[config.mk]
export PLATFORM = sky130hd
export DESIGN_NAME = calc_ctrl
export DESIGN_NICKNAME = d
export VERILOG_FILES = /design/src/rtl/calc_pkg.sv /design/src/rtl/calc_digit_acc.sv /design/src/rtl/calc_ctrl.sv
export SDC_FILE = /design/constraint.sdc
export NUM_CORES = 1
export LEC_CHECK = 0
export CORE_ASPECT_RATIO = 0.6
export CORE_MARGIN = 8
export CORE_UTILIZATION = 50
export CTS_BUF_LIST = sky130_fd_sc_hd__clkbuf_4 sky130_fd_sc_hd__clkbuf_8
export DETAILED_ROUTE_END_ITERATION = 7
export HOLD_SLACK_MARGIN = 0.05
export PLACE_DENSITY = 0.71
export SYNTH_ARGS = -nofsm -noshare
export SYNTH_HDL_FRONTEND = slang
export SYNTH_HIERARCHICAL = 1
export SYNTH_SLANG_ARGS = --single-unit
[constraint.sdc]
create_clock -name clk -period 7.2 [get_ports clk]
set_clock_uncertainty 0.2 [all_clocks]
set_input_delay 0.72 -clock clk [delete_from_list [all_inputs] [get_ports clk]]
set_output_delay 0.72 -clock clk [all_outputs]
set_load 0.005 [all_outputs]
[src/rtl/calc_pkg.sv]
// Shared definitions for the calculator sequencer: ALU state codes, keypad
// codes, stored-operation encoding and small decode helpers.
package calc_pkg;

    // ALU state codes; the ALU decodes these directly
    localparam logic [5:0] CODE_START      = 6'd0;
    localparam logic [5:0] CODE_SET_A      = 6'd1;
    localparam logic [5:0] CODE_SET_A_TEN  = 6'd2;
    localparam logic [5:0] CODE_SET_A_HUN  = 6'd3;
    localparam logic [5:0] CODE_SET_A_THUN = 6'd4;
    localparam logic [5:0] CODE_SET_B      = 6'd5;
    localparam logic [5:0] CODE_SET_B_TEN  = 6'd6;
    localparam logic [5:0] CODE_SET_B_HUN  = 6'd7;
    localparam logic [5:0] CODE_SET_B_THUN = 6'd8;
    localparam logic [5:0] CODE_ADD        = 6'd9;
    localparam logic [5:0] CODE_SUB        = 6'd10;
    localparam logic [5:0] CODE_SUM        = 6'd11;
    localparam logic [5:0] CODE_MUL        = 6'd12;
    localparam logic [5:0] CODE_ALU        = 6'd13;

    typedef enum logic [5:0] {
        S_START      = CODE_START,
        S_SET_A      = CODE_SET_A,
        S_SET_A_TEN  = CODE_SET_A_TEN,
        S_SET_A_HUN  = CODE_SET_A_HUN,
        S_SET_A_THUN = CODE_SET_A_THUN,
        S_SET_B      = CODE_SET_B,
        S_SET_B_TEN  = CODE_SET_B_TEN,
        S_SET_B_HUN  = CODE_SET_B_HUN,
        S_SET_B_THUN = CODE_SET_B_THUN,
        S_ADD        = CODE_ADD,
        S_SUB        = CODE_SUB,
        S_SUM        = CODE_SUM,
        S_MUL        = CODE_MUL,
        S_ALU        = CODE_ALU
    } state_e;

    // Keypad codes; 0..9 are digits, 15..31 are ignored
    localparam logic [4:0] KEY_DIGIT_MAX = 5'd9;
    localparam logic [4:0] KEY_ADD       = 5'd10;
    localparam logic [4:0] KEY_SUB       = 5'd11;
    localparam logic [4:0] KEY_MUL       = 5'd12;
    localparam logic [4:0] KEY_EQ        = 5'd13;
    localparam logic [4:0] KEY_CLR       = 5'd14;

    // Stored operation
    localparam logic [1:0] OP_ADD = 2'd0;
    localparam logic [1:0] OP_SUB = 2'd1;
    localparam logic [1:0] OP_MUL = 2'd2;

    function automatic logic key_is_digit(input logic [4:0] code);
        return (code <= KEY_DIGIT_MAX);
    endfunction

    function automatic logic key_is_op(input logic [4:0] code);
        return (code == KEY_ADD) || (code == KEY_SUB) || (code == KEY_MUL);
    endfunction

    function automatic logic [1:0] key_to_op(input logic [4:0] code);
        logic [1:0] op;
        case (code)
            KEY_SUB: op = OP_SUB;
            KEY_MUL: op = OP_MUL;
            default: op = OP_ADD;
        endcase
        return op;
    endfunction

    // Next digit-entry state; the thousands state is terminal
    function automatic state_e next_entry_state(input state_e cur);
        state_e nxt;
        case (cur)
            S_SET_A:     nxt = S_SET_A_TEN;
            S_SET_A_TEN: nxt = S_SET_A_HUN;
            S_SET_A_HUN: nxt = S_SET_A_THUN;
            S_SET_B:     nxt = S_SET_B_TEN;
            S_SET_B_TEN: nxt = S_SET_B_HUN;
            S_SET_B_HUN: nxt = S_SET_B_THUN;
            default:     nxt = cur;
        endcase
        return nxt;
    endfunction

endpackage

[src/rtl/calc_digit_acc.sv]
// Saturating decimal operand accumulator: value <= min(value*10 + d, 2^W-1).
// Accepts four digits; a 2-bit counter plus a full flag stop further entry.
// clr restarts from zero (combinable with a digit in the same cycle);
// load overwrites the value with an arbitrary operand and restarts the count.
module calc_digit_acc
    import calc_pkg::*;
#(
    parameter int W = 13
) (
    input  logic         clk,
    input  logic         clr_n,
    input  logic         clr,
    input  logic         digit_vld,
    input  logic [3:0]   digit,
    input  logic         load,
    input  logic [W-1:0] load_val,
    output logic [W-1:0] val,
    output logic         full
);

    localparam logic [W+3:0] TEN_C = {{W{1'b0}}, 4'd10};
    localparam logic [W+3:0] SAT_C = {4'b0000, {W{1'b1}}};

    logic [W-1:0] val_q, val_d;
    logic [1:0]   cnt_q, cnt_d;
    logic         full_q, full_d;
    logic [W-1:0] base_val_s;
    logic [1:0]   base_cnt_s;
    logic         base_full_s;
    logic [W+3:0] acc_s;

    // Next value: optional clear, then one saturating x10+d step or a load
    always_comb begin
        if (clr) begin
            base_val_s  = {W{1'b0}};
            base_cnt_s  = 2'd0;
            base_full_s = 1'b0;
        end else begin
            base_val_s  = val_q;
            base_cnt_s  = cnt_q;
            base_full_s = full_q;
        end
        acc_s  = ({4'b0000, base_val_s} * TEN_C) + {{W{1'b0}}, digit};
        val_d  = base_val_s;
        cnt_d  = base_cnt_s;
        full_d = base_full_s;
        if (load) begin
            val_d  = load_val;
            cnt_d  = 2'd0;
            full_d = 1'b0;
        end else if (digit_vld && !base_full_s) begin
            if (acc_s > SAT_C) begin
                val_d = {W{1'b1}};
            end else begin
                val_d = acc_s[W-1:0];
            end
            if (base_cnt_s == 2'd3) begin
                full_d = 1'b1;
            end else begin
                cnt_d = base_cnt_s + 2'd1;
            end
        end else begin
            val_d = base_val_s;
        end
    end

    // Accumulator registers
    always_ff @(posedge clk or negedge clr_n) begin
        if (!clr_n) begin
            val_q  <= {W{1'b0}};
            cnt_q  <= 2'd0;
            full_q <= 1'b0;
        end else begin
            val_q  <= val_d;
            cnt_q  <= cnt_d;
            full_q <= full_d;
        end
    end

    assign val  = val_q;
    assign full = full_q;

endmodule

[src/rtl/calc_ctrl.sv]
// Calculator sequencer: builds operands A/B from keypad digits, steps the ALU
// through its state codes and captures the result as magnitude plus sign.
// Optional feature macro AUTO_CLEAR_EN: return to START after TIMEOUT_CYC
// idle cycles spent outside START/SET_A.
module calc_ctrl
    import calc_pkg::*;
#(
    parameter int W           = 13,
    parameter int TIMEOUT_CYC = 50_000_000
) (
    input  logic         clk,
    input  logic         clr_n,
    input  logic         key_vld,
    input  logic [4:0]   key_code,
    input  logic [W-1:0] sum_add,
    input  logic [W-1:0] sum_sub,
    input  logic [W-1:0] sum_mul,
    input  logic [W-1:0] sum_neg,
    output logic [5:0]   state,
    output logic [W-1:0] A,
    output logic [W-1:0] B,
    output logic [W-1:0] result,
    output logic         result_neg,
    output logic         result_ovf,
    output logic         result_vld,
    output logic         busy
);

    state_e       state_q, state_d;
    logic [1:0]   op_q, op_d;
    logic [W-1:0] result_q, result_d;
    logic         result_neg_q, result_neg_d;
    logic         result_ovf_q, result_ovf_d;
    logic         result_vld_q, result_vld_d;
    logic         busy_q, busy_d;

    logic         a_clr_s, a_dig_s, a_load_s, a_full_s;
    logic [W-1:0] a_load_val_s, a_val_s;
    logic         b_clr_s, b_dig_s, b_full_s;
    logic [W-1:0] b_val_s;
    logic [W:0]   add_wide_s;
    logic         timeout_s;

    assign add_wide_s = {1'b0, a_val_s} + {1'b0, b_val_s};

`ifdef AUTO_CLEAR_EN
    localparam int CNT_W = (TIMEOUT_CYC > 2) ? $clog2(TIMEOUT_CYC) : 1;
    logic [CNT_W-1:0] idle_cnt_q, idle_cnt_d;

    // Idle counter: runs outside START/SET_A while no key arrives
    always_comb begin
        timeout_s = 1'b0;
        if (key_vld || (state_q == S_START) || (state_q == S_SET_A)) begin
            idle_cnt_d = {CNT_W{1'b0}};
        end else if (idle_cnt_q == CNT_W'(TIMEOUT_CYC - 1)) begin
            idle_cnt_d = {CNT_W{1'b0}};
            timeout_s  = 1'b1;
        end else begin
            idle_cnt_d = idle_cnt_q + CNT_W'(1);
        end
    end

    // Idle counter register
    always_ff @(posedge clk or negedge clr_n) begin
        if (!clr_n) begin
            idle_cnt_q <= {CNT_W{1'b0}};
        end else begin
            idle_cnt_q <= idle_cnt_d;
        end
    end
`else
    assign timeout_s = 1'b0;
`endif

    // Next-state, operand control and result capture
    always_comb begin
        state_d      = state_q;
        op_d         = op_q;
        result_d     = result_q;
        result_neg_d = result_neg_q;
        result_ovf_d = result_ovf_q;
        result_vld_d = result_vld_q;
        a_clr_s      = 1'b0;
        a_dig_s      = 1'b0;
        a_load_s     = 1'b0;
        a_load_val_s = {W{1'b0}};
        b_clr_s      = 1'b0;
        b_dig_s      = 1'b0;

        case (state_q)
            S_START: begin
                state_d = S_SET_A;
            end
            S_SET_A, S_SET_A_TEN, S_SET_A_HUN, S_SET_A_THUN: begin
                if (!key_vld) begin
                    state_d = state_q;
                end else if (key_code == KEY_CLR) begin
                    state_d = S_START;
                end else if (key_is_digit(key_code)) begin
                    if (!a_full_s) begin
                        a_dig_s = 1'b1;
                        state_d = next_entry_state(state_q);
                    end else begin
                        state_d = state_q;
                    end
                end else if (key_is_op(key_code)) begin
                    op_d    = key_to_op(key_code);
                    b_clr_s = 1'b1;
                    state_d = S_SET_B;
                end else begin
                    state_d = state_q;
                end
            end
            S_SET_B, S_SET_B_TEN, S_SET_B_HUN, S_SET_B_THUN: begin
                if (!key_vld) begin
                    state_d = state_q;
                end else if (key_code == KEY_CLR) begin
                    state_d = S_START;
                end else if (key_is_digit(key_code)) begin
                    if (!b_full_s) begin
                        b_dig_s = 1'b1;
                        state_d = next_entry_state(state_q);
                    end else begin
                        state_d = state_q;
                    end
                end else if (key_is_op(key_code)) begin
                    op_d = key_to_op(key_code);
                end else if (key_code == KEY_EQ) begin
                    case (op_q)
                        OP_SUB:  state_d = S_SUB;
                        OP_MUL:  state_d = S_MUL;
                        default: state_d = S_ADD;
                    endcase
                end else begin
                    state_d = state_q;
                end
            end
            S_ADD, S_MUL, S_SUM: begin
                state_d = S_ALU;
            end
            S_SUB: begin
                state_d = S_SUM;
            end
            S_ALU: begin
                if (!result_vld_q) begin
                    result_vld_d = 1'b1;
                    case (op_q)
                        OP_SUB: begin
                            result_neg_d = (a_val_s < b_val_s);
                            result_d     = (a_val_s < b_val_s) ? sum_neg : sum_sub;
                            result_ovf_d = 1'b0;
                        end
                        OP_MUL: begin
                            result_neg_d = 1'b0;
                            result_d     = sum_mul;
                            result_ovf_d = 1'b0;
                        end
                        default: begin
                            result_neg_d = 1'b0;
                            result_d     = sum_add;
                            result_ovf_d = add_wide_s[W];
                        end
                    endcase
                end else begin
                    result_vld_d = 1'b1;
                end
                if (!key_vld) begin
                    state_d = state_q;
                end else if (key_code == KEY_CLR) begin
                    state_d = S_START;
                end else if (key_is_digit(key_code)) begin
                    a_clr_s = 1'b1;
                    a_dig_s = 1'b1;
                    state_d = S_SET_A_TEN;
                end else if (key_is_op(key_code)) begin
                    // Chaining: the raw (unsigned) ALU output becomes A
                    a_load_s = 1'b1;
                    case (op_q)
                        OP_SUB:  a_load_val_s = sum_sub;
                        OP_MUL:  a_load_val_s = sum_mul;
                        default: a_load_val_s = sum_add;
                    endcase
                    op_d    = key_to_op(key_code);
                    b_clr_s = 1'b1;
                    state_d = S_SET_B;
                end else begin
                    state_d = state_q;
                end
            end
            default: begin
                state_d = S_START;
            end
        endcase

        if (timeout_s) begin
            state_d = S_START;
        end else begin
            state_d = state_d;
        end

        // Entering or sitting in START leaves operands and op cleared
        if (state_d == S_START) begin
            a_clr_s  = 1'b1;
            a_dig_s  = 1'b0;
            a_load_s = 1'b0;
            b_clr_s  = 1'b1;
            b_dig_s  = 1'b0;
            op_d     = OP_ADD;
        end else begin
            op_d = op_d;
        end

        // result_vld lives only while in the ALU state
        if (state_d != S_ALU) begin
            result_vld_d = 1'b0;
        end else begin
            result_vld_d = result_vld_d;
        end

        busy_d = (state_d == S_ADD) || (state_d == S_SUB) ||
                 (state_d == S_SUM) || (state_d == S_MUL);
    end

    // Controller registers
    always_ff @(posedge clk or negedge clr_n) begin
        if (!clr_n) begin
            state_q      <= S_START;
            op_q         <= OP_ADD;
            result_q     <= {W{1'b0}};
            result_neg_q <= 1'b0;
            result_ovf_q <= 1'b0;
            result_vld_q <= 1'b0;
            busy_q       <= 1'b0;
        end else begin
            state_q      <= state_d;
            op_q         <= op_d;
            result_q     <= result_d;
            result_neg_q <= result_neg_d;
            result_ovf_q <= result_ovf_d;
            result_vld_q <= result_vld_d;
            busy_q       <= busy_d;
        end
    end

    calc_digit_acc #(.W(W)) u_acc_a (
        .clk       (clk),
        .clr_n     (clr_n),
        .clr       (a_clr_s),
        .digit_vld (a_dig_s),
        .digit     (key_code[3:0]),
        .load      (a_load_s),
        .load_val  (a_load_val_s),
        .val       (a_val_s),
        .full      (a_full_s)
    );

    calc_digit_acc #(.W(W)) u_acc_b (
        .clk       (clk),
        .clr_n     (clr_n),
        .clr       (b_clr_s),
        .digit_vld (b_dig_s),
        .digit     (key_code[3:0]),
        .load      (1'b0),
        .load_val  ({W{1'b0}}),
        .val       (b_val_s),
        .full      (b_full_s)
    );

    assign state      = state_q;
    assign A          = a_val_s;
    assign B          = b_val_s;
    assign result     = result_q;
    assign result_neg = result_neg_q;
    assign result_ovf = result_ovf_q;
    assign result_vld = result_vld_q;
    assign busy       = busy_q;

endmodule

==> run_results.csv <==
group,metric,value,unit
outcome,status,"finished clean",
critical_path,crit_path_start_kind,"input port",
sta,finalSetupTns,0,ns
critical_path,r2r-end,"u_acc_a/val[9]$_DFF_PN0_",
floorplan,initial_core_util,0.517,
placement,io_buffers,108,
clock_tree,clk_transition_reported_paths,0.07,ns
flow_run,maxCapViolCount,0,
final_layout,ff_latch_area,1430,sq um
final_layout,area_delta_synth_final,19.9,%
final_layout,nFillCells,1262,
routing,vias,7266,
critical_path,endpoint_kind,"flip-flop",
clock_tree,cts_buffers,9,
sta,max-slew-margin-rel,0.309,
logic_synthesis,synth-edff-count,0,
logic_synthesis,synth_top_area_frac,0.200,
clock_tree,root_buffer,"clkbuf_8",
critical_path,required,7.20,ns
pwr,ir_worst_vdd,0.0000752,V
placement,gp_congestion,0.977,
pwr,pwr-share-comb,0.255,
logic_synthesis,synth.area.top_cells,"dfrtp_1, ha_1, a21oi_1",
floorplan,core_area,13800,sq um
sta,worst_pin_slew,1.03,ns
sta,fmax,0.151,GHz
routing,firstDrtPassIters,5,
logic_synthesis,synth_ff_type,"dfrtp_1",
logic_synthesis,yosysTopAreaCell,"dfrtp_1",
logic_synthesis,netlist_area,7130,sq um
critical_path,worstPathArrival,6.62,ns
pwr,p_clk_frac,0.332,
clock_tree,worstSkewPairLatency,0.34,ns
clock_tree,clock_path_buffers,2,
placement,dp_hpwl,17600,microns
grt,grt-ovfl-total,0,
clock_tree,cts_tree,"done",
sta,post-route-min-period,6.61,ns
pwr,pwr-share-seq,0.413,
final_layout,num-nets-final,1108,
floorplan,rows,33,
logic_synthesis,avgSynthCellArea,8.16,sq um
routing,viasPerCell,6.16,
sta,period_share,0.919,
final_layout,multi_input_area,5310,sq um
grt,grt_max_degree,58,
sta,hold_violations,0,
sta,slew_violations,0,
critical_path,rr_startpoint,"state[0]$_DFF_PN0_",
routing,drc,0,
critical_path,endpoint,"u_acc_a/val[9]$_DFF_PN0_",
grt,antenna_found_initial,2,
grt,first_global_vias,6614,
logic_synthesis,synth_common_cells,"a21oi_1, ha_1, dfrtp_1, nor2_1, inv_1",
logic_synthesis,ys_ff_latch,57,
clock_tree,cts.sinks,57,
pwr,p_sw_frac,0.311,
routing,drt_iter0_drc,747,
pwr,power_leakage,0.00349,uW
floorplan,die-area,18500,sq um
critical_path,path_class,"input port to flip-flop",
logic_synthesis,synth_cell_type_count,94,
routing,postRouteAntennaNets,0,
clock_tree,cts_resized,0,
pwr,power_density,98.3,nW/um^2
pwr,power_switching,261,uW
pwr,intPower,579,uW
sta,setup_viol,0,
final_layout,drive_gt1_frac,0.103,
logic_synthesis,synthMostInstantiatedCell,"a21oi_1",
routing,routedWlPerCell,19.5,microns
critical_path,reg2reg_depth,19,
routing,wirelength,23000,microns
logic_synthesis,ys_seq_area_frac,0.200,
sta,holdWs,0.288,ns
grt,grt_pass1_wl,36500,microns
hold_path,hold_path.class,"flip-flop to flip-flop",
critical_path,r2r_slack,0.82,ns
clock_tree,h-tree-depth,3,
floorplan,die_x,170,microns
critical_path,worstSetupStartpoint,"key_code[1]",
logic_synthesis,synthCells,874,
sta,rsz0062_at_grt,"no",
logic_synthesis,synth-async-reset-ratio,1.00,
clock_tree,post_cts.repair.setup_buffers,0,
floorplan,ios,109,
grt,grt_use_total,0.248,
critical_path,worstPathMaxFanout,12,
clock_tree,ctsHoldBuffers,0,
floorplan,die_y,109,microns
logic_synthesis,yosys_warnings,6,
final_layout,num_antenna_cells,0,
[stage by stage]
step / total power, uW / setup slack (ns) / utilization / instance area, sq um / std cells
2_1_floorplan: 463 / 1.58 / - / 7200 / 893
3_3_place_gp: 562 / 0.493 / 0.607 / 8370 / 1166
3_5_place_dp: 561 / 0.420 / 0.607 / 8370 / 1166
4_1_cts: 839 / 0.763 / 0.620 / 8550 / 1180
5_1_grt: 877 / 0.267 / 0.620 / 8550 / 1180
6_report: 840 / 0.586 / 0.620 / 8550 / 1180
[routing by layer]
layer / vias up / global-route usage / part of all wire
li1: 3468 / - / -
met1: 3395 / 0.395 / 0.50
met2: 368 / 0.313 / 0.38
met3: 31 / 0.0724 / 0.11
met4: 4 / 0.0461 / 0.0099
met5: - / 0 / 0.0010
[power groups by stage]
stage,clock network (uW),logic (uW),registers [uW]
2_1_floorplan,0,118,345
3_3_place_gp,0,209,353
3_5_place_dp,0,209,352
4_1_cts,282,211,347
5_1_grt,295,234,349
6_report,279,214,347
[critical path, stage by stage]
cell             delay, ns
clkdlybuf4s50_1       0.60
o21ai_0               0.55
nand2_1               0.22
or3_1                 0.35
a31o_2                0.26
and4_1                0.26
a2bb2o_1              0.51
nor2b_1               0.40
and2_1                0.19
ha_1                  0.18
inv_1                 0.06
fa_1                  0.42
xnor2_2               0.23
nand3b_1              0.19
a2111oi_4             0.48
or3_1                 0.17
a21oi_1               0.05
or3_1                 0.39
xnor2_1               0.26
a31oi_1               0.12
[flip-flops by register name (all words and copies together), names as in the netlist]
signal / flops
busy: 1
op_q: 2
result: 13
result_neg: 1
result_ovf: 1
result_vld: 1
state: 6
u_acc_a/cnt_q: 2
u_acc_a/full: 1
u_acc_a/val: 13
u_acc_b/cnt_q: 2
u_acc_b/full: 1
u_acc_b/val: 13
[area by class of cell]
class / count / area share
multi-input cells: 742 / 0.621
well taps: 192 / 0.0281
clock buffers: 14 / 0.0203
inverters: 48 / 0.0211
flip-flops and latches: 57 / 0.167
repair buffers: 127 / 0.143
[placed cells by master, fill, tap and decap left out, types with 14 or more instances in the layout]
cell type	netlist	layout
dfrtp_1	57	57
nand3_1	23	23
nor3_1	25	25
ha_1	61	61
a31oi_1	41	41
xor2_1	14	14
xnor2_1	31	31
nand2_1	47	47
conb_1	1	20
buf_4	0	19
o22ai_1	24	24
nor2_1	52	52
a211oi_1	28	28
inv_1	48	48
nor2b_1	38	38
clkdlybuf4s50_1	0	107
and2_1	17	17
o21ai_0	36	36
a21oi_1	67	67
nand2b_1	14	14
[kinds of logic (layout without fill, tap and decap cells)]
| family | after synthesis | after routing | share of synthesized area |
|---|---|---|---|
| buffers and inverters | 94 | 189 | 0.0667 |
| AOI/OAI and AO/OA | 296 | 296 | 0.295 |
| adders and majority gates | 65 | 65 | 0.115 |
| DFF | 57 | 57 | 0.200 |
| other | 1 | 20 | 0.000526 |
| muxes | 6 | 6 | 0.00842 |
| and+or+nand+nor | 306 | 306 | 0.249 |
| xor gates and xnor gates | 49 | 49 | 0.0644 |
[how the worst min path moves through the flow]
stage                                         to                   start  cells after the start  slack, ns
after global routing      result_neg$_DFFE_PN0P_  result_neg$_DFFE_PN0P_                      2       0.31
after detailed placement  result_neg$_DFFE_PN0P_  result_neg$_DFFE_PN0P_                      2       0.28
after global placement    result_neg$_DFFE_PN0P_  result_neg$_DFFE_PN0P_                      2       0.27
final                     result_neg$_DFFE_PN0P_  result_neg$_DFFE_PN0P_                      2       0.29
after floorplan                   busy$_DFF_PN0_                   clr_n                      0       0.22
after CTS                 result_neg$_DFFE_PN0P_  result_neg$_DFFE_PN0P_                      2       0.29
(Power assumes the default switching activity.)
